`config.mk`:
```
export PLATFORM = sky130hd
export DESIGN_NAME = alu_n_seq
export DESIGN_NICKNAME = d
export VERILOG_FILES = /design/src/rtl/alu_n_pkg.sv /design/src/rtl/alu_n_logic.sv /design/src/rtl/alu_n_seq.sv
export SDC_FILE = /design/constraint.sdc
export NUM_CORES = 1
export LEC_CHECK = 0
export ABC_CLOCK_PERIOD_IN_PS = 2800
export CORE_MARGIN = 2
export CORE_UTILIZATION = 47
export DETAILED_ROUTE_END_ITERATION = 6
export GPL_ROUTABILITY_DRIVEN = 0
export HOLD_SLACK_MARGIN = 0.05
export PLACE_DENSITY_LB_ADDON = 0.1
export SLEW_MARGIN = 15
export SYNTH_ARGS = -nofsm -noshare
export SYNTH_HDL_FRONTEND = slang
export SYNTH_SLANG_ARGS = --single-unit
```
`constraint.sdc`:
```
create_clock -name clk -period 2.8 [get_ports clk]
set_clock_uncertainty 0.1 [all_clocks]
set_input_delay 0.42 -clock clk [delete_from_list [all_inputs] [get_ports clk]]
set_output_delay 0.42 -clock clk [all_outputs]
set_load 0.01 [all_outputs]
```
`src/rtl/alu_n_pkg.sv`:
```
// Shared opcode constants and FSM state encoding for the sequential ALU.
package alu_n_pkg;

  localparam int OP_W = 3;

  localparam logic [OP_W-1:0] OP_AND   = 3'b000;
  localparam logic [OP_W-1:0] OP_OR    = 3'b001;
  localparam logic [OP_W-1:0] OP_XOR   = 3'b010;
  localparam logic [OP_W-1:0] OP_NOT   = 3'b011;
  localparam logic [OP_W-1:0] OP_ADD   = 3'b100;
  localparam logic [OP_W-1:0] OP_SHL   = 3'b101;
  localparam logic [OP_W-1:0] OP_SHR   = 3'b110;
  localparam logic [OP_W-1:0] OP_TRUNC = 3'b111;

  typedef enum logic [1:0] {
    IDLE  = 2'd0,
    SHIFT = 2'd1,
    OUT   = 2'd2
  } state_e;

  function automatic logic is_shift_op(input logic [OP_W-1:0] op);
    return (op == OP_SHL) || (op == OP_SHR);
  endfunction

endpackage

```
`src/rtl/alu_n_logic.sv`:
```
// Combinational single-cycle ALU ops and flags; shift opcodes pass in1 through
// unchanged, which is the correct zero-distance shift result.
module alu_n_logic
  import alu_n_pkg::*;
#(
  parameter int WIDTH = 32
) (
  input  logic [2:0]       op,
  input  logic [WIDTH-1:0] in1,
  input  logic [WIDTH-1:0] in2,
  input  logic             ci,
  output logic [WIDTH-1:0] result,
  output logic             co,
  output logic             zero,
  output logic             ovf
);

  localparam int SHW = $clog2(WIDTH);

  logic [WIDTH:0]     sum;
  logic [SHW-1:0]     n;
  logic [WIDTH-1:0]   keep_mask;

  always_comb begin
    sum       = {1'b0, in1} + {1'b0, in2} + {{WIDTH{1'b0}}, ci};
    n         = in2[SHW-1:0];
    // ones in bits [n-1:0]; n=0 yields an all-zero mask
    keep_mask = ~({WIDTH{1'b1}} << n);

    result = in1;
    co     = 1'b0;
    ovf    = 1'b0;
    case (op)
      OP_AND:   result = in1 & in2;
      OP_OR:    result = in1 | in2;
      OP_XOR:   result = in1 ^ in2;
      OP_NOT:   result = ~in1;
      OP_ADD: begin
        result = sum[WIDTH-1:0];
        co     = sum[WIDTH];
        ovf    = (in1[WIDTH-1] == in2[WIDTH-1]) && (sum[WIDTH-1] != in1[WIDTH-1]);
      end
      OP_TRUNC: result = in1 & keep_mask;
      default:  result = in1;
    endcase
    zero = (result == '0);
  end

endmodule

```
`src/rtl/alu_n_seq.sv`:
```
// Sequential ALU: single-cycle ops reach OUT one cycle after accept, shifts by
// n>0 take n cycles in SHIFT; result holds in OUT until out_ready, which also admits the next op.
module alu_n_seq
  import alu_n_pkg::*;
#(
  parameter int WIDTH = 32
) (
  input  logic             clk,
  input  logic             rst_n,
  input  logic             in_valid,
  output logic             in_ready,
  input  logic [2:0]       op,
  input  logic [WIDTH-1:0] in1,
  input  logic [WIDTH-1:0] in2,
  input  logic             ci,
  output logic             out_valid,
  input  logic             out_ready,
  output logic [WIDTH-1:0] result,
  output logic             co,
  output logic             zero,
  output logic             ovf
);

  localparam int SHW = $clog2(WIDTH);

  state_e           state_q;
  state_e           state_d;
  logic [SHW-1:0]   cnt_q;
  logic             dir_q;
  logic             accept;
  logic             start_shift;
  logic [SHW-1:0]   n_in;
  logic [WIDTH-1:0] sh_next;
  logic             sh_bit;

  logic [WIDTH-1:0] l_result;
  logic             l_co;
  logic             l_zero;
  logic             l_ovf;

  alu_n_logic #(.WIDTH(WIDTH)) u_logic (
    .op     (op),
    .in1    (in1),
    .in2    (in2),
    .ci     (ci),
    .result (l_result),
    .co     (l_co),
    .zero   (l_zero),
    .ovf    (l_ovf)
  );

  always_ff @(posedge clk or negedge rst_n) begin
    if (!rst_n) begin
      state_q <= IDLE;
    end else begin
      state_q <= state_d;
    end
  end

  always_comb begin
    in_ready    = 1'b0;
    out_valid   = 1'b0;
    accept      = 1'b0;
    start_shift = 1'b0;
    state_d     = state_q;
    n_in        = in2[SHW-1:0];

    case (state_q)
      IDLE: begin
        in_ready = 1'b1;
      end
      SHIFT: begin
        if (cnt_q == SHW'(1)) begin
          state_d = OUT;
        end
      end
      OUT: begin
        out_valid = 1'b1;
        in_ready  = out_ready;
        if (out_ready) begin
          state_d = IDLE;
        end
      end
      default: begin
        state_d = IDLE;
      end
    endcase

    accept      = in_valid && in_ready;
    start_shift = accept && is_shift_op(op) && (n_in != '0);
    if (accept) begin
      state_d = start_shift ? SHIFT : OUT;
    end
  end

  // one bit per cycle, with the bit leaving the word tracked as carry-out
  always_comb begin
    sh_next = dir_q ? (result >> 1) : (result << 1);
    sh_bit  = dir_q ? result[0] : result[WIDTH-1];
  end

  always_ff @(posedge clk or negedge rst_n) begin
    if (!rst_n) begin
      result <= '0;
      co     <= 1'b0;
      zero   <= 1'b0;
      ovf    <= 1'b0;
      cnt_q  <= '0;
      dir_q  <= 1'b0;
    end else if (accept) begin
      if (start_shift) begin
        result <= in1;
        cnt_q  <= n_in;
        dir_q  <= (op == OP_SHR);
        co     <= 1'b0;
        zero   <= 1'b0;
        ovf    <= 1'b0;
      end else begin
        result <= l_result;
        co     <= l_co;
        zero   <= l_zero;
        ovf    <= l_ovf;
        cnt_q  <= '0;
      end
    end else if (state_q == SHIFT) begin
      result <= sh_next;
      co     <= sh_bit;
      zero   <= (sh_next == '0);
      cnt_q  <= cnt_q - SHW'(1);
    end
  end

endmodule
```
## Word-level counts from Yosys, hierarchy flattened

Cells that the tools add are included.

- Register bits after elaboration: 43
- Output and inout port bits: 37
- Logic and storage cells: 70

- Add/subtract/negate cells: 3
- Eq/ne operators: 15
- Shift operators: 1
- Mux-type cells: 25
- Bitwise gates (word level): 6
- Reduce and logical (&&, ||, !) cells: 13

Operators with widths:

| cell | count |
|---|---|
| $pmux W32 S6 | 1 |
| $mux W32 | 4 |
| $and A32 B32 Y32 | 2 |
| $logic_not A32 Y1 | 2 |
| $not A32 Y32 | 2 |
| $add A32 B32 Y33 | 1 |
| $add A33 B1 Y33 | 1 |
| $or A32 B32 Y32 | 1 |
| $shl A32 B5 Y32 const A | 1 |
| $xor A32 B32 Y32 | 1 |
| $mux W5 | 3 |
| $eq A3 B3 Y1 const B | 4 |
| $mux W1 | 11 |
| $mux W2 | 4 |
| $eq A3 B2 Y1 const B | 2 |
| $ne A3 B3 Y1 const B | 2 |
| $pmux W2 S3 | 1 |
| $eq A5 B1 Y1 const B | 1 |
| $reduce_bool A5 Y1 | 1 |
| $sub A5 B1 Y5 const B | 1 |
| $logic_and A1 B1 Y1 | 4 |
| $eq A3 B1 Y1 const B | 1 |
| $logic_not A3 Y1 | 1 |
| $reduce_and A3 Y1 | 1 |
| other kinds (10) | 10 |

## Longest topological paths before layout

Gate-level depths: netlist of run 1.

- Depth in word-level cells: 7
- Depth in mapped cells: 13
- Gate-level depth less buffers: 12

## Modules after synthesis

A second synthesis of run 1 with hierarchy kept.

- Cells, all modules: 1,001
- Area total of the unflattened synthesis: 7,504.7 sq um

Modules (own cells, without submodules):

| module | times used | cells an instance | area each (sq um) | seq. area each (sq um) |
|---|---|---|---|---|
| alu_n_logic | 1 | 738 | 4,773.3 | 0.0 |
| alu_n_seq | 1 | 263 | 2,731.4 | 1,076.0 |

## Worst setup path before layout of run 1

Ideal clock, no wire load.

- Path kind: input to register
- Start: in in1[0]
- End: reg zero
- Setup time: 0.092 ns
- Arrival time: 3.289 ns
- Slack: -0.681 ns
- Cell stages on the path: 12
- Path buffers: 0
- Path through: fa_1 -> fa_1 -> a211o_1 -> nand3_1 -> nor2_1 -> o41ai_2 -> xor2_1 -> o221ai_1 -> or3_1 -> nor4_2 -> nand4_1 -> o31ai_2

- Longest elaborated chain between the ends: 6

Ends and longest elaborated chain:

| what | line | RTL |
|---|---|---|
| start: declaration | alu_n_seq.sv:13 | `input logic [WIDTH-1:0] in1,` |
| $add A32 B32 Y33 | alu_n_logic.sv:25 | `sum = {1'b0, in1} + {1'b0, in2} + {{WIDTH{1'b0}}, ci};` |
| $add A33 B1 Y33 | alu_n_logic.sv:25 |  |
| $pmux W32 S6 (*) | alu_n_logic.sv:33 | `case (op)` |
| $logic_not A32 Y1 (*) | alu_n_logic.sv:46 | `zero = (result == '0);` |
| $mux W1 (*) | alu_n_seq.sv:111 | `if (start_shift) begin` |
| $mux W1 (*) | alu_n_seq.sv:110 | `end else if (accept) begin` |
| end signal: assignment | alu_n_seq.sv:121 | `zero <= l_zero;` |
| end signal: assignment | alu_n_seq.sv:128 | `zero <= (sh_next == '0);` |
| end: declaration | alu_n_seq.sv:20 | `output logic zero,` |

Every way passes the cells marked *; elsewhere a longest branch is shown, timed or not.
A chain may end at the register's enable or synchronous reset.

## Worst setup path after layout of run 1

- Start: in ci
- End: reg zero

- Longest elaborated chain between the ends: 5

Ends and longest elaborated chain:

| what | line | RTL |
|---|---|---|
| start: declaration | alu_n_seq.sv:15 | `input logic ci,` |
| $add A33 B1 Y33 | alu_n_logic.sv:25 |  |
| $pmux W32 S6 | alu_n_logic.sv:33 |  |
| $logic_not A32 Y1 | alu_n_logic.sv:46 |  |
| $mux W1 | alu_n_seq.sv:111 |  |
| $mux W1 | alu_n_seq.sv:110 |  |

No other way between the ends.

==> flow_summary.html, run 1 <==
<table>
<tr><th>Metric</th><th>Value</th></tr>
<tr><th colspan="2">Status</th></tr>
<tr><td>Status</td><td>finished, violations left</td></tr>
<tr><td>Failing checks</td><td>setup timing</td></tr>
<tr><th colspan="2">Finish</th></tr>
<tr><td>Synth-to-Final Area Change</td><td>73.0%</td></tr>
<tr><td>Post-route insts no fill</td><td>1626</td></tr>
<tr><td>Fill cells</td><td>938</td></tr>
<tr><td>Final Core Density</td><td>82.0%</td></tr>
<tr><td>Final layout net count</td><td>1576</td></tr>
<tr><td>Ant. Diodes</td><td>0</td></tr>
<tr><td>Fraction of final layout cells with drive strength greater than 1</td><td>41.7%</td></tr>
<tr><th colspan="2">Yosys</th></tr>
<tr><td>Most used flip-flop cell after synthesis</td><td>sky130_fd_sc_hd__dfrtp_1</td></tr>
<tr><td>Main combinational cell family by area after synthesis</td><td>compound AO/OA/AOI/OAI gates</td></tr>
<tr><td>Count of flip-flops with a built-in enable after synthesis</td><td>0</td></tr>
<tr><td>Instance count of the mapped netlist</td><td>1017</td></tr>
<tr><td>Simple logic cell fraction of the synthesized area</td><td>between 20% and 30%</td></tr>
<tr><td>Warnings from Yosys</td><td>0</td></tr>
<tr><td>Post-synthesis register bit count</td><td>43</td></tr>
<tr><td>Share of synthesized registers carrying an async set or reset</td><td>100%</td></tr>
<tr><td>Post-synth net total</td><td>around 1200</td></tr>
<tr><td>Cell area after synthesis</td><td>7120 um2</td></tr>
<tr><td>Post-synthesis compound-gate area fraction</td><td>34.6%</td></tr>
<tr><td>Sequential element share of the synthesized area</td><td>15.1%</td></tr>
<tr><td>Unique masters post-synth</td><td>80</td></tr>
<tr><td>Post-synthesis share of cell area spent on full adders, half adders and majority gates</td><td>a little under an eighth</td></tr>
<tr><td>Mux share of post-synthesis cell area</td><td>6.76%</td></tr>
<tr><td>Mean post-synth cell area</td><td>7.01 um2</td></tr>
<tr><td>Post-Synth XOR/XNOR Area</td><td>roughly 3.0%</td></tr>
<tr><th colspan="2">CTS</th></tr>
<tr><td>Largest buffer count on any clock path</td><td>2</td></tr>
<tr><td>TritonCTS clock tree</td><td>done</td></tr>
<tr><td>Maximum level of the CTS H-tree</td><td>2</td></tr>
<tr><td>Buffer cell driving the clock tree root</td><td>sky130_fd_sc_hd__clkbuf_16</td></tr>
<tr><td>Sink Count</td><td>43</td></tr>
<tr><td>Latest clock arrival within the worst-skew pair</td><td>0.29 ns</td></tr>
<tr><td>Total clock buffers created by CTS</td><td>5</td></tr>
<tr><td>CTS clock-pin slew for the worst setup and hold paths</td><td>roughly 0.06 ns</td></tr>
<tr><th colspan="2">Critical path</th></tr>
<tr><td>Largest stage delay on the critical path</td><td>0.42 ns</td></tr>
<tr><td>Path type of the worst setup path</td><td>in -&gt; reg</td></tr>
<tr><td>Startpoint kind of the worst setup timing path</td><td>input pin</td></tr>
<tr><td>Data arrival time at the worst-slack endpoint</td><td>3.67 ns</td></tr>
<tr><td>Type of destination of the critical path</td><td>register</td></tr>
<tr><td>Crit-path max FO</td><td>3</td></tr>
<tr><td>Required time at the endpoint of the critical path</td><td>2.90 ns</td></tr>
<tr><td>Cells along the critical path</td><td>buf_6 &gt; fa_2 &gt; fa_2 &gt; a211o_1 &gt; nand3_4 &gt; buf_6 &gt; buf_4 &gt; nor4_4 &gt; a211oi_2 &gt; buf_4 &gt; nor4_2 &gt; nor3_2 &gt; or3b_4 &gt; nor4_4 &gt; nand4_1 &gt; o31ai_2</td></tr>
<tr><td>Crit-path slowest cell</td><td>sky130_fd_sc_hd__or3b_4</td></tr>
<tr><th colspan="2">Run</th></tr>
<tr><td>Number of violations of the max-capacitance limit</td><td>0</td></tr>
<tr><th colspan="2">Global routing</th></tr>
<tr><td>Antenna violations before repair</td><td>0</td></tr>
<tr><td>Via count of the first global-routing pass</td><td>between 9000 and 10000</td></tr>
<tr><td>Pin count of the biggest net entering global routing</td><td>42</td></tr>
<tr><td>Grt ovf</td><td>0</td></tr>
<tr><td>Overall global routing resource usage</td><td>37.7%</td></tr>
<tr><td>First-pass GRT wire length</td><td>48.9 mm</td></tr>
<tr><th colspan="2">Timing</th></tr>
<tr><td>Final Max Slew Viols</td><td>0</td></tr>
<tr><td>Total of endpoints with negative setup slack in the final report</td><td>14</td></tr>
<tr><td>Post-route worst hold slack</td><td>0.422 ns</td></tr>
<tr><td>Fraction of the cycle the final worst path needs</td><td>127%</td></tr>
<tr><td>Worst max-slew margin expressed relative to the limit</td><td>59.4%</td></tr>
<tr><td>Setup WS post-layout</td><td>-0.770 ns</td></tr>
<tr><td>Fmax</td><td>280 MHz</td></tr>
<tr><td>RSZ-0062 raised after global routing</td><td>yes</td></tr>
<tr><td>Setup Total Neg Slack</td><td>-3.57 ns</td></tr>
<tr><td>Pin slew with the least headroom to its limit</td><td>0.610 ns</td></tr>
<tr><td>Crit path time final</td><td>approximately 3.6 ns</td></tr>
<tr><td>Final Hold Vio Count</td><td>0</td></tr>
<tr><th colspan="2">Power and ir drop</th></tr>
<tr><td>Pwr Density</td><td>approximately 460 nW/um2</td></tr>
<tr><td>Total power</td><td>5.65 mW</td></tr>
<tr><td>Leakage power of the design</td><td>approximately 5.5 nW</td></tr>
<tr><td>Relative contribution of sequential cells to total power</td><td>between 20% and 30%</td></tr>
<tr><td>Clock network power share</td><td>13.2%</td></tr>
<tr><td>Maximum resistive drop on vdd</td><td>311 uV</td></tr>
<tr><td>Switch Pwr</td><td>2.40 mW</td></tr>
<tr><td>Internal Power</td><td>3.25 mW</td></tr>
<tr><td>Combinational group share of total power</td><td>63.8%</td></tr>
<tr><td>Switching part of the total</td><td>42.5%</td></tr>
<tr><th colspan="2">Floorplan</th></tr>
<tr><td>Die Y</td><td>127 um</td></tr>
<tr><td>Starting Density</td><td>between 40% and 50%</td></tr>
<tr><td>Area of the placeable core</td><td>15000 um2</td></tr>
<tr><td>I/O pin total</td><td>roughly 110</td></tr>
<tr><td>Horizontal die dimension</td><td>127 um</td></tr>
<tr><td>Total die area</td><td>approximately 16000 um2</td></tr>
<tr><td>Number of cell rows</td><td>45</td></tr>
<tr><th colspan="2">Routing</th></tr>
<tr><td>First-pass detailed-route iteration total</td><td>6</td></tr>
<tr><td>Final antenna-violating net count</td><td>0</td></tr>
<tr><td>Total wire length</td><td>34.3 mm</td></tr>
<tr><td>First DRT Iteration DRCs</td><td>1376</td></tr>
<tr><td>Mean routed wirelength per cell</td><td>21.1 um</td></tr>
<tr><td>Post-DR vias/cell</td><td>6.37</td></tr>
<tr><td>Total number of vias</td><td>10400</td></tr>
<tr><td>DR DRC count</td><td>0</td></tr>
<tr><th colspan="2">Placed design</th></tr>
<tr><td>Number of placed instances, taps included</td><td>1567</td></tr>
<tr><td>Port Buf Inserts</td><td>108</td></tr>
<tr><td>Placed wire-length estimate</td><td>around 23 mm</td></tr>
<tr><th colspan="2">Worst hold path</th></tr>
<tr><td>Type of the tightest min-delay check</td><td>reg -&gt; reg</td></tr>
</table>
[cell usage after synthesis (5+ instances only)]
cell type                   number  share of area, %
sky130_fd_sc_hd__a21oi_1       107               7.5
sky130_fd_sc_hd__nand2_1       106               5.6
sky130_fd_sc_hd__o21ai_0       100               7.0
sky130_fd_sc_hd__inv_1          83               4.4
sky130_fd_sc_hd__nor2_1         72               3.8
sky130_fd_sc_hd__ha_1           65                11
sky130_fd_sc_hd__clkbuf_1       49               2.6
sky130_fd_sc_hd__dfrtp_1        43                15
sky130_fd_sc_hd__mux2i_1        38               5.3
sky130_fd_sc_hd__o211ai_1       36               3.8
sky130_fd_sc_hd__nand3_1        22               1.5
sky130_fd_sc_hd__nor3_1         20               1.4
sky130_fd_sc_hd__xnor2_1        16               2.0
sky130_fd_sc_hd__a21o_1         14               1.5
sky130_fd_sc_hd__a31oi_1        14               1.2
sky130_fd_sc_hd__a211oi_1       13               1.4
sky130_fd_sc_hd__nand4_1        13               1.1
sky130_fd_sc_hd__or3_1          11              0.97
sky130_fd_sc_hd__buf_1          10              0.53
sky130_fd_sc_hd__nor4_1         10              0.88
sky130_fd_sc_hd__buf_2           9              0.63
sky130_fd_sc_hd__nor2b_1         9              0.79
sky130_fd_sc_hd__o22ai_1         9              0.79
sky130_fd_sc_hd__xor2_1          8              0.98
sky130_fd_sc_hd__o21a_1          7              0.74
sky130_fd_sc_hd__o221ai_1        7              0.86
sky130_fd_sc_hd__a22oi_1         6              0.63
sky130_fd_sc_hd__and3_1          6              0.53
sky130_fd_sc_hd__nand2b_1        6              0.53
sky130_fd_sc_hd__o31ai_1         6              0.63
sky130_fd_sc_hd__and2_1          5              0.44
sky130_fd_sc_hd__nor3b_1         5              0.53
sky130_fd_sc_hd__o2bb2ai_1       5              0.61
[sequential cells by signal, indices dropped and copies added, names as in the netlist]
register and cells:
state_q 2, cnt_q 5, zero 1, ovf 1, co 1, dir_q 1, result 32
[kinds of logic after synthesis]
kind of cell	after synthesis
XOR/XNOR	24
multiplexers	43
AO/OA/AOI/OAI	382
buffers and inverters	154
flip-flops	43
adder cells (fa/ha/maj)	67
AND/OR/NAND/NOR	304
[final cells by class]
type | instances | area, um2 | area share [%]
multi-input cells | 820 | 6470 | 52.5
repair buffers | 482 | 4030 | 32.7
flip-flops and latches | 43 | 1080 | 8.74
inverters | 85 | 327 | 2.65
well taps | 188 | 235 | 1.91
clock buffers | 6 | 129 | 1.05
clock inverters | 2 | 60.1 | 0.487
[cells in the final DEF (no fill, tap or decap), drive strengths merged, types with 9 or more instances in the layout]
cell,netlist,routed
nand2,107,107
dlymetal6s2s,0,27
nor2,72,72
o22ai,9,9
nand4,13,13
o211ai,36,36
nor4,11,11
a21o,14,14
buf,20,391
clkdlybuf4s50,0,52
ha,65,65
a31oi,15,15
dfrtp,43,43
inv,84,84
xnor2,16,16
mux2i,38,38
a21oi,107,107
or3,12,12
nor3,20,20
o21ai,102,102
a211oi,15,15
nand3,22,22
nor2b,9,9
[critical path, delay by kind of cell]
family | cells | cell delay [ns]
and+or+nand+nor | 7 | 1.19
adders and majority gates | 2 | 0.79
buffers and inverters | 4 | 0.50
AOI/OAI and AO/OA | 3 | 0.75
[final timing paths]
path / from / endpoint / slack (ns) / cells after the start
hold reg to reg: ovf / ovf / 0.42 / 1
setup / recovery: ci / zero / -0.77 / 16
max in group asynchronous: rst_n / ovf / 1.37 / 3
setup reg to reg: state_q[1] / zero / 0.15 / 10
hold / removal: ovf / ovf / 0.42 / 1
min in group asynchronous: rst_n / result[6] / 0.54 / 2
[per-stage QoR]
stage,setup WS (ns),cell area (um2)
5_1_grt,-0.824,12300
4_1_cts,-0.776,11600
6_report,-0.770,12300
2_1_floorplan,-0.460,7150
3_5_place_dp,-1.41,10600
3_3_place_gp,-1.27,10600
[metal layers]
metal	vias up	share of wire [%]	global-route usage (%)
li1	4562	-	-
met1	4769	37	47.5
met2	762	45	62.0
met3	272	10	5.90
met4	0	7.9	20.3
met5	-	0	0
[repair_timing]
item	in CTS	in global routing
buffers inserted	31	25
hold buffers	1	0
hold endpoints to repair	22	0
setup endpoints to repair	26	22
pin swaps	58	83
resized for setup	185	193
[power groups by stage]
stage / sequential (mW) / combinational, mW / clock, mW
floorplan: 1.29 / 1.43 / 0
CTS: 1.28 / 3.30 / 0.752
global route: 1.34 / 3.84 / 0.779
detailed placement: 1.28 / 3.08 / 0
global placement: 1.27 / 3.03 / 0
finish: 1.30 / 3.60 / 0.748
(Power assumes the default switching activity.)
==> inputs of run 2 (changes only) <==
--- a/config.mk
+++ b/config.mk
@@ -11,6 +11,7 @@
 export DETAILED_ROUTE_END_ITERATION = 6
 export GPL_ROUTABILITY_DRIVEN = 0
 export HOLD_SLACK_MARGIN = 0.05
+export MAX_ROUTING_LAYER = met4
 export PLACE_DENSITY_LB_ADDON = 0.1
 export SLEW_MARGIN = 15
 export SYNTH_ARGS = -nofsm -noshare
==> run 2 against run 1 <==
Effect of this change:
- final cell count grew 0.18%
- the flow still finishes with violations (setup timing)
- total power grew 0.26%
- hold slack lost 0.0020 ns
- setup slack gained 0.068 ns
- via count grew 0.99%
- design area shrank 0.23%
- critical endpoint unchanged
- combinational power is essentially flat
- routed wire length grew 0.89%
- clock-buffer cell count is the same
==> flow_summary.html, run 2 (synthesis results as in run 1) <==
<table>
<tr><th>Metric</th><th>Value</th></tr>
<tr><th colspan="2">Power and ir drop</th></tr>
<tr><td>Pwr Density</td><td>461 nW/um2</td></tr>
<tr><td>Switching part of the total</td><td>42.5%</td></tr>
<tr><td>Total power</td><td>5.67 mW</td></tr>
<tr><td>Maximum resistive drop on vdd</td><td>roughly 310 uV</td></tr>
<tr><td>Switch Pwr</td><td>2.41 mW</td></tr>
<tr><td>Relative contribution of sequential cells to total power</td><td>between 20% and 30%</td></tr>
<tr><td>Combinational group share of total power</td><td>63.9%</td></tr>
<tr><td>Internal Power</td><td>3.26 mW</td></tr>
<tr><td>Clock network power share</td><td>13.2%</td></tr>
<tr><td>Leakage power of the design</td><td>5.50 nW</td></tr>
<tr><th colspan="2">Status</th></tr>
<tr><td>Failing checks</td><td>setup timing</td></tr>
<tr><td>Status</td><td>finished, violations left</td></tr>
<tr><th colspan="2">Global routing</th></tr>
<tr><td>Grt ovf</td><td>0</td></tr>
<tr><td>Via count of the first global-routing pass</td><td>9457</td></tr>
<tr><td>Antenna violations before repair</td><td>0</td></tr>
<tr><td>Overall global routing resource usage</td><td>between 30% and 40%</td></tr>
<tr><td>First-pass GRT wire length</td><td>48.9 mm</td></tr>
<tr><td>Pin count of the biggest net entering global routing</td><td>42</td></tr>
<tr><th colspan="2">Routing</th></tr>
<tr><td>First-pass detailed-route iteration total</td><td>6</td></tr>
<tr><td>Final antenna-violating net count</td><td>0</td></tr>
<tr><td>Mean routed wirelength per cell</td><td>21.3 um</td></tr>
<tr><td>DR DRC count</td><td>0</td></tr>
<tr><td>Total number of vias</td><td>between 10000 and 15000</td></tr>
<tr><td>First DRT Iteration DRCs</td><td>1414</td></tr>
<tr><td>Post-DR vias/cell</td><td>approximately 6.4</td></tr>
<tr><td>Total wire length</td><td>34.7 mm</td></tr>
<tr><th colspan="2">Timing</th></tr>
<tr><td>Setup WS post-layout</td><td>-0.702 ns</td></tr>
<tr><td>RSZ-0062 raised after global routing</td><td>yes</td></tr>
<tr><td>Final Hold Vio Count</td><td>0</td></tr>
<tr><td>Setup Total Neg Slack</td><td>-3.47 ns</td></tr>
<tr><td>Fmax</td><td>286 MHz</td></tr>
<tr><td>Pin slew with the least headroom to its limit</td><td>0.653 ns</td></tr>
<tr><td>Post-route worst hold slack</td><td>about 0.42 ns</td></tr>
<tr><td>Final Max Slew Viols</td><td>0</td></tr>
<tr><td>Worst max-slew margin expressed relative to the limit</td><td>56.2%</td></tr>
<tr><td>Fraction of the cycle the final worst path needs</td><td>125%</td></tr>
<tr><td>Crit path time final</td><td>3.50 ns</td></tr>
<tr><td>Total of endpoints with negative setup slack in the final report</td><td>14</td></tr>
<tr><th colspan="2">Floorplan</th></tr>
<tr><td>Horizontal die dimension</td><td>between 100 and 150 um</td></tr>
<tr><td>I/O pin total</td><td>109</td></tr>
<tr><td>Total die area</td><td>around 16000 um2</td></tr>
<tr><td>Number of cell rows</td><td>45</td></tr>
<tr><td>Starting Density</td><td>47.4%</td></tr>
<tr><td>Area of the placeable core</td><td>15000 um2</td></tr>
<tr><td>Die Y</td><td>approximately 130 um</td></tr>
<tr><th colspan="2">Finish</th></tr>
<tr><td>Final Core Density</td><td>between 80 and 90%</td></tr>
<tr><td>Final layout net count</td><td>1578</td></tr>
<tr><td>Fraction of final layout cells with drive strength greater than 1</td><td>42.1%</td></tr>
<tr><td>Most common cell after layout, fill and taps aside</td><td>sky130_fd_sc_hd__buf_4</td></tr>
<tr><td>Synth-to-Final Area Change</td><td>72.6%</td></tr>
<tr><td>Commonest cells after routing, fill and taps aside</td><td>sky130_fd_sc_hd__buf_4, sky130_fd_sc_hd__nand2_1, sky130_fd_sc_hd__a21oi_1, sky130_fd_sc_hd__o21ai_0, sky130_fd_sc_hd__nor2_1</td></tr>
<tr><td>Biggest regs</td><td>result (32), cnt_q (5), state_q (2)</td></tr>
<tr><td>Register name with the most flops</td><td>result</td></tr>
<tr><td>Post-route insts no fill</td><td>1629</td></tr>
<tr><td>Max FFs per register</td><td>32</td></tr>
<tr><th colspan="2">CTS</th></tr>
<tr><td>CTS clock-pin slew for the worst setup and hold paths</td><td>0.06 ns</td></tr>
<tr><td>Maximum level of the CTS H-tree</td><td>2</td></tr>
<tr><td>Latest clock arrival within the worst-skew pair</td><td>0.29 ns</td></tr>
<tr><td>Sink Count</td><td>43</td></tr>
<tr><td>Buffer cell driving the clock tree root</td><td>sky130_fd_sc_hd__clkbuf_16</td></tr>
<tr><td>Total clock buffers created by CTS</td><td>5</td></tr>
<tr><td>Largest buffer count on any clock path</td><td>2</td></tr>
<tr><td>TritonCTS clock tree</td><td>done</td></tr>
<tr><th colspan="2">Critical path</th></tr>
<tr><td>Path type of the worst setup path</td><td>in -&gt; reg</td></tr>
<tr><td>Crit path depth</td><td>16</td></tr>
<tr><td>Endpoint of the lowest-slack register-to-register path</td><td>zero</td></tr>
<tr><td>Cells on worst reg2reg path</td><td>10</td></tr>
<tr><td>Crit-path slowest cell</td><td>sky130_fd_sc_hd__fa_2</td></tr>
<tr><td>Register-to-Register Setup Slack</td><td>~0.08 ns</td></tr>
<tr><td>Capturing element of the worst setup path</td><td>zero</td></tr>
<tr><td>Type of destination of the critical path</td><td>register</td></tr>
<tr><td>Start point of the critical path</td><td>ci</td></tr>
<tr><td>Cell family with the largest share of critical-path delay</td><td>simple AND/OR/NAND/NOR gates</td></tr>
<tr><td>Startpoint kind of the worst setup timing path</td><td>input pin</td></tr>
<tr><td>Reg-to-Reg Start</td><td>state_q[1]</td></tr>
<tr><td>Largest stage delay on the critical path</td><td>0.41 ns</td></tr>
<tr><td>Required time at the endpoint of the critical path</td><td>2.90 ns</td></tr>
<tr><td>Buffers and inverters on the worst path</td><td>4</td></tr>
<tr><td>Data arrival time at the worst-slack endpoint</td><td>around 3.6 ns</td></tr>
<tr><td>Crit-path max FO</td><td>3</td></tr>
<tr><td>Cells along the critical path</td><td>buf_6 &gt; fa_2 &gt; fa_2 &gt; a211o_1 &gt; nand3_4 &gt; buf_6 &gt; buf_4 &gt; nor4_4 &gt; a211oi_2 &gt; buf_4 &gt; nor4_1 &gt; nor3_2 &gt; or3b_4 &gt; nor4_4 &gt; nand4_1 &gt; o31ai_2</td></tr>
<tr><th colspan="2">Placed design</th></tr>
<tr><td>Port Buf Inserts</td><td>around 110</td></tr>
<tr><td>Placed wire-length estimate</td><td>23.1 mm</td></tr>
<tr><td>Number of placed instances, taps included</td><td>1567</td></tr>
<tr><th colspan="2">Run</th></tr>
<tr><td>Number of violations of the max-capacitance limit</td><td>0</td></tr>
<tr><th colspan="2">Worst hold path</th></tr>
<tr><td>Type of the tightest min-delay check</td><td>reg -&gt; reg</td></tr>
<tr><td>Min-Delay Path Depth</td><td>1</td></tr>
</table>
run 2: power by group through the flow:
stage          logic, mW  registers, mW  clock network [mW]
2_1_floorplan       1.43           1.29                   0
3_3_place_gp        3.03           1.27                   0
3_5_place_dp        3.08           1.28                   0
4_1_cts             3.30           1.28               0.752
5_1_grt             3.86           1.33               0.781
6_report            3.62           1.30               0.747
run 2: stage by stage:
step	instance area [um2]	worst slack, ns
CTS	11600	-0.776
global placement	10600	-1.27
floorplan	7150	-0.460
detailed placement	10600	-1.41
finish	12300	-0.702
global route	12300	-0.783
run 2: how the worst min path moves through the flow:
stage | startpoint | end
after global routing | in2[3] | cnt_q[3]
after global placement | rst_n | state_q[0]
after floorplan | rst_n | cnt_q[0]
after detailed placement | rst_n | state_q[0]
final | ovf | ovf
after CTS | ovf | ovf
run 2: final cells by class:
class / count / area [um2]
multi-input combinational: 820 / 6450
timing repair buffer: 484 / 4020
sequential: 43 / 1080
inverter: 85 / 324
clock inverter: 2 / 60.1
antenna: 1 / 2.50
fill: 945 / 2740
clock buffer: 6 / 129
tap: 188 / 235
run 2: metal layers:
| metal | global-route usage (%) | routed length [um] | up-vias |
|---|---|---|---|
| li1 | - | - | 4572 |
| met1 | 47.9 | 12500 | 4787 |
| met2 | 62.1 | 15600 | 836 |
| met3 | 5.32 | 3750 | 273 |
| met4 | 20.1 | 2790 | 0 |
| met5 | - | 0 | - |
run 2: repair_timing:
item,in CTS,in global routing
pin swaps,58,87
endpoints found under the setup margin,26,22
endpoints found under the hold margin,22,0
gates resized for setup,185,196
setup buffers,31,27
hold buffers,1,0
==> RTL edit 1: new RTL, config.mk and constraints of run 2 <==
The 3 states of `state_e` get a one-hot encoding in 3 bits.
--- a/src/rtl/alu_n_pkg.sv
+++ b/src/rtl/alu_n_pkg.sv
@@ -12,10 +12,10 @@
   localparam logic [OP_W-1:0] OP_SHR   = 3'b110;
   localparam logic [OP_W-1:0] OP_TRUNC = 3'b111;
 
-  typedef enum logic [1:0] {
-    IDLE  = 2'd0,
-    SHIFT = 2'd1,
-    OUT   = 2'd2
+  typedef enum logic [2:0] {
+    IDLE  = 3'b001,
+    SHIFT = 3'b010,
+    OUT   = 3'b100
   } state_e;
 
   function automatic logic is_shift_op(input logic [OP_W-1:0] op);
Function: no difference found for any inputs over 10 cycles, from zero or initial values and one cycle with rst_n low; not proved beyond that.
==> RTL edit 1 against run 2 <==
- the run still ends with negative setup slack left
- synthesized area shrank 2.9%
- via count shrank 7.8%
- count of clock-buffer cells in the layout grew 1
- cell area shrank 6.0%
- sequential share of layout area grew 0.79 points
- sequential power grew 7%
- synthesized cell count shrank 4.5%
- largest power group unchanged
- wire length shrank 11%
- sequential cell count grew 1
- power shrank 3.7%
- worst hold slack lost 0.014 ns
- setup slack lost 0.34 ns
- global-route usage shrank 1.9 points
==> RTL edit 1: results (changes against run 2) <==
timing:
  timing.final.ws_setup_ns: -1.047  # -0.3450 ns
  worst_pin_slew_ns: 0.7476  # +0.09470 ns
  setup-violations-final: 23  # +9
setup_path:
  cp_max_fo: 4  # +1
  cp_top_family: "compound AO/OA/AOI/OAI gates"
  cp_slowest_stage_delay_ns: 0.57  # +0.16 ns
  cp_slowest_cell: "or4_4"
  reg2reg_depth: 10  # unchanged
  cp.arrival_ns: 3.94  # +0.34 ns
cts:
  clk_latency_ns: 0.29  # about the same
  ctsRootBufferMaster: "clkbuf_16"
  clockBufferDepth: 2  # unchanged
  htreeDepth: 2  # unchanged
  cts_buffers: 5  # unchanged
  path_clk_slew_ns: 0.06  # about the same
yosys:
  yosysUniqueCellTypes: 83  # +3.8%
  yosysSeqAreaShare_pct: 15.93  # +0.82 points
  synth_fp_nets: 1110  # -4.0%
  synth.area.top_cells: "dfrtp_1 16%, ha_1 12%, a21oi_1 6.9%"
  yosys-top-cells-count: "97 x nand2_1, 96 x a21oi_1, 93 x o21ai_0"
  async_reset_ff_share_pct: 100.0  # unchanged
  yosys_warnings: 0  # unchanged
grt:
  grtUsageTotal_pct: 36.84  # -1.9 points
  grt_max_degree: 44  # +4.8%
  grt_antenna_before_repair: 0  # unchanged
  grt_pass1_wl_microns: 45980  # -6.0%
  grt_pass1_vias: 9153  # -3.2%
placed_design:
  placed_area_sq_um: 10290  # -3.0%
  place_hpwl_microns: 21760  # -6.0%
  io_buffers: 108  # unchanged
power_and_ir_drop:
  worst_ir_drop_vdd_uv: 358.6  # +14%
  p_leak_nw: 5.170  # -6.1%
min_path:
  hold_path_class: "register to register"
  hold_depth: 1  # unchanged
finish:
  top_regs: "result (32), cnt_q (5), state_q (3)"
  final_nets: 1496  # -5.2%
  diodes: 0  # -1
  drive_gt1_share_pct: 37.85  # -4.2 points
detailed_routing:
  drt_first_pass_iters: 7  # +1
  totalWireLength_microns: 30730  # -11%
  drt_iter0_markers: 1061  # -25%
  route.vias.total: 9655  # -7.8%
status:
  status: "finished, violations left"
  violations: "negative setup slack"
RTL edit 1: area by class of cell:
type | count | area (sq um)
clock buffers | 7 | 132.6
repair buffers | 445 | 3695
flip-flops and latches | 44 | 1104
multi-input cells | 779 | 6077
inverters | 82 | 307.8
well taps | 184 | 230.2
clock inverters | 1 | 5.005
fillers | 982 | 2928
RTL edit 1: what timing repair did:
item	CTS	global route
setup buffers	18	18
gates cloned	0	0
resized for setup	158	118
hold buffers	1	0
hold endpoints to repair	17	0
pin swaps	43	46
endpoints found under the setup margin	29	27
RTL edit 1: final timing paths:
check	startpoint	to	slack, ns
min in group asynchronous	rst_n	state_q[2]$_DFFE_PN0P_	0.50
worst max register to register	state_q[0]$_DFFE_PN1P_	zero$_DFFE_PN0N_	0.06
worst min register to register	ovf$_DFFE_PN0P_	ovf$_DFFE_PN0P_	0.41
max in group asynchronous	rst_n	result[23]$_DFFE_PN0N_	1.50
worst max-delay path	ci	zero$_DFFE_PN0N_	-1.05
worst min-delay path	ovf$_DFFE_PN0P_	ovf$_DFFE_PN0P_	0.41
RTL edit 1: logic make-up (layout without fill, tap and decap cells):
logic type	count (synthesis)	in the layout	synth area share, %
AO/OA/AOI/OAI	361	361	33.63
AND/OR/NAND/NOR	284	284	19.51
buffers and inverters	148	535	8.624
adder cells (fa/ha/maj)	67	67	12.33
flip-flops	44	44	15.93
multiplexers	42	42	6.816
XOR/XNOR	25	25	3.164
RTL edit 1: metal layers:
metal / up-vias / track usage (%) / routed length (microns)
li1: 4355 / - / -
met1: 4431 / 46.03 / 11900
met2: 673 / 59.11 / 14110
met3: 196 / 4.835 / 2888
met4: 0 / 17.52 / 1832
met5: - / - / 0
RTL edit 1: metrics by stage:
stage	worst slack [ns]	util [%]	cells	setup TNS, ns	power (mW)
6_report	-1.047	79.78	1542	-7.956	5.454
3_3_place_gp	-1.599	71.04	1499	-23.65	4.419
5_1_grt	-1.198	79.78	1542	-9.648	5.805
2_1_floorplan	-0.7731	-	971	-1.749	2.888
4_1_cts	-0.9882	76.17	1526	-4.747	5.204
3_5_place_dp	-1.739	71.04	1499	-25.29	4.477
RTL edit 1: worst reg2reg max path: stages (launching register included):
cell,delay [ns]
dfstp_2,0.58
nand2b_1,0.11
nand2_1,0.09
nand2_1,0.10
nor3b_1,0.23
nand4_1,0.19
nor4_2,0.34
nand4_1,0.20
nor4b_4,0.32
nand4_1,0.16
o31ai_2,0.22
RTL edit 1: report_power, final:
part           total (mW)  switching, mW  internal (mW)  leakage (nW)
clock               0.559          0.229          0.330        0.0679
combinational        3.50           1.67           1.83          4.56
sequential           1.39          0.470          0.923         0.547
total                5.45           2.37           3.09          5.17
==> RTL edit 2: new RTL, flow settings as in run 2 <==
Made on the original files. `WIDTH` is set to 32 in 2 places; all go to 16.
--- a/src/rtl/alu_n_logic.sv
+++ b/src/rtl/alu_n_logic.sv
@@ -3,7 +3,7 @@
 module alu_n_logic
   import alu_n_pkg::*;
 #(
-  parameter int WIDTH = 32
+  parameter int WIDTH = 16
 ) (
   input  logic [2:0]       op,
   input  logic [WIDTH-1:0] in1,
--- a/src/rtl/alu_n_seq.sv
+++ b/src/rtl/alu_n_seq.sv
@@ -3,7 +3,7 @@
 module alu_n_seq
   import alu_n_pkg::*;
 #(
-  parameter int WIDTH = 32
+  parameter int WIDTH = 16
 ) (
   input  logic             clk,
   input  logic             rst_n,
Ports: changed (resized in1, in2 and result); port bits go from 109 to 61. No check against the original RTL was run, so the function may have changed too.
==> RTL edit 2 against run 2 <==
- the run still ends with negative setup slack left
- first-iteration DRC count decreased by 72%
- sequential cell count decreased by 17
- sequential share of layout area increased by 2.7 points
- setup slack improved by 0.69 ns
- synthesized area decreased by 48%
- cell count decreased by 52%
- sequential power decreased by 49%
- wire length decreased by 60%
- cell area decreased by 54%
- via count decreased by 55%
- power decreased by 60%
- critical path type unchanged
- critical endpoint is now result[10]$_DFFE_PN0P_
- largest cell class unchanged
- largest power group unchanged
==> RTL edit 2: results (changes against run 2) <==
power_and_ir_drop:
  netSwitchingFraction_pct: 41.25  # -1.3 points
  worst_ir_drop_vdd_uv: 289.7  # -7.6%
  pwr_density_cell_nw_per_um2: 397.0  # -14%
  p_leak_nw: 2.592  # -53%
  p_clk_uw: 212  # -72%
  pwr-share-seq_pct: 29.5  # +6.6 points
finish:
  instances_no_fill: 782  # -52%
  diodes: 0  # -1
  final_nets: 757  # -52%
  top_regs: "result (16), cnt_q (4), state_q (2)"
  drive_gt1_share_pct: 29.56  # -13 points
  fill_cells: 592  # -37%
  final_util_pct: 73.33  # -8.4 points
grt:
  grt_max_degree: 27  # -36%
  grt_pass1_wl_microns: 22780  # -53%
  grt_pass1_vias: 4714  # -50%
  grtUsageTotal_pct: 33.51  # -5.3 points
  grt_antenna_before_repair: 0  # unchanged
  overflow: 0  # unchanged
detailed_routing:
  drt_first_pass_iters: 5  # -1
  via_per_inst: 6.059  # -5.7%
  drt_iter0_markers: 392  # -72%
  post_drt_wl_per_cell_microns: 17.86  # -16%
placed_design:
  pre_cts_ws_ns: -0.7497  # +0.6607 ns
  place_hpwl_microns: 10940  # -53%
  io_buffers: 60  # -44%
  placed_area_sq_um: 5440  # -49%
setup_path:
  reg2reg_depth: 5  # -5
  cp_slowest_stage_delay_ns: 0.39  # -0.02 ns
  cp.arrival_ns: 2.87  # -0.73 ns
  cp_top_family: "compound AO/OA/AOI/OAI gates"
  cp_max_fo: 3  # unchanged
  cp-startpoint: "ci"
yosys:
  synth-compound-area-share_pct: 32.62  # -1.9 points
  async_reset_ff_share_pct: 100.0  # unchanged
  yosysUniqueCellTypes: 70  # -13%
  synth_xor_area_share_pct: 1.639  # -1.3 points
  synth.area.top_cells: "dfrtp_1 17%, ha_1 11%, mux2i_1 5.4%"
  yosysSeqAreaShare_pct: 17.40  # +2.3 points
  synthMuxAreaShare_pct: 7.160  # +0.40 points
  synth_fp_nets: 576  # -50%
  yosys_warnings: 0  # unchanged
  netlist_instances: 501  # -51%
  yosys-top-cells-count: "45 x inv_1, 42 x nor2_1, 39 x a21oi_1"
  yosys.area_share.adder_pct: 12.11  # +0.13 points
cts:
  cts-resized-gates: 36  # -81%
  clk_latency_ns: 0.27  # -0.02 ns
  path_clk_slew_ns: 0.08  # +0.02 ns
  htreeDepth: 1  # -1
  ctsRootBufferMaster: "clkbuf_8"
  clockBufferDepth: 2  # unchanged
  cts_buffers: 3  # -2
  postCtsSetupRepairBufs: 4  # -87%
timing:
  setup-violations-final: 1  # -13
  slew_headroom_pct: 25.80  # -30 points
  timing.final.ws_setup_ns: -0.01089  # +0.6910 ns
  setup_tns_ns: -0.01089  # +3.458 ns
status:
  violations: "negative setup slack"
  status: "finished, violations left"
min_path:
  hold_path_class: "input port to async pin"
-- RTL edit 2: cell type report --
type | instances | share of cell area, %
clock buffer | 3 | 0.7286
inverter | 45 | 2.981
multi-input combinational | 399 | 52.44
sequential | 26 | 11.48
tap | 102 | 2.252
timing repair buffer | 207 | 30.12
-- RTL edit 2: final timing paths --
kind / end / slack (ns)
setup reg to reg: result[11]$_DFFE_PN0P_ / 0.57
hold / removal: result[15]$_DFFE_PN0P_ / 0.40
hold reg to reg: ovf$_DFFE_PN0P_ / 0.40
min in group clk: ovf$_DFFE_PN0P_ / 0.40
max in group asynchronous: result[1]$_DFFE_PN0P_ / 1.94
setup / recovery: result[10]$_DFFE_PN0P_ / -0.01
-- RTL edit 2: metal layers --
layer / up-vias / routed length [microns] / global-route usage (%)
met5: - / 0 / -
met4: 0 / 529 / 11.89
met3: 47 / 954 / 4.593
met2: 206 / 6576 / 53.93
met1: 2265 / 5908 / 43.40
li1: 2220 / - / -
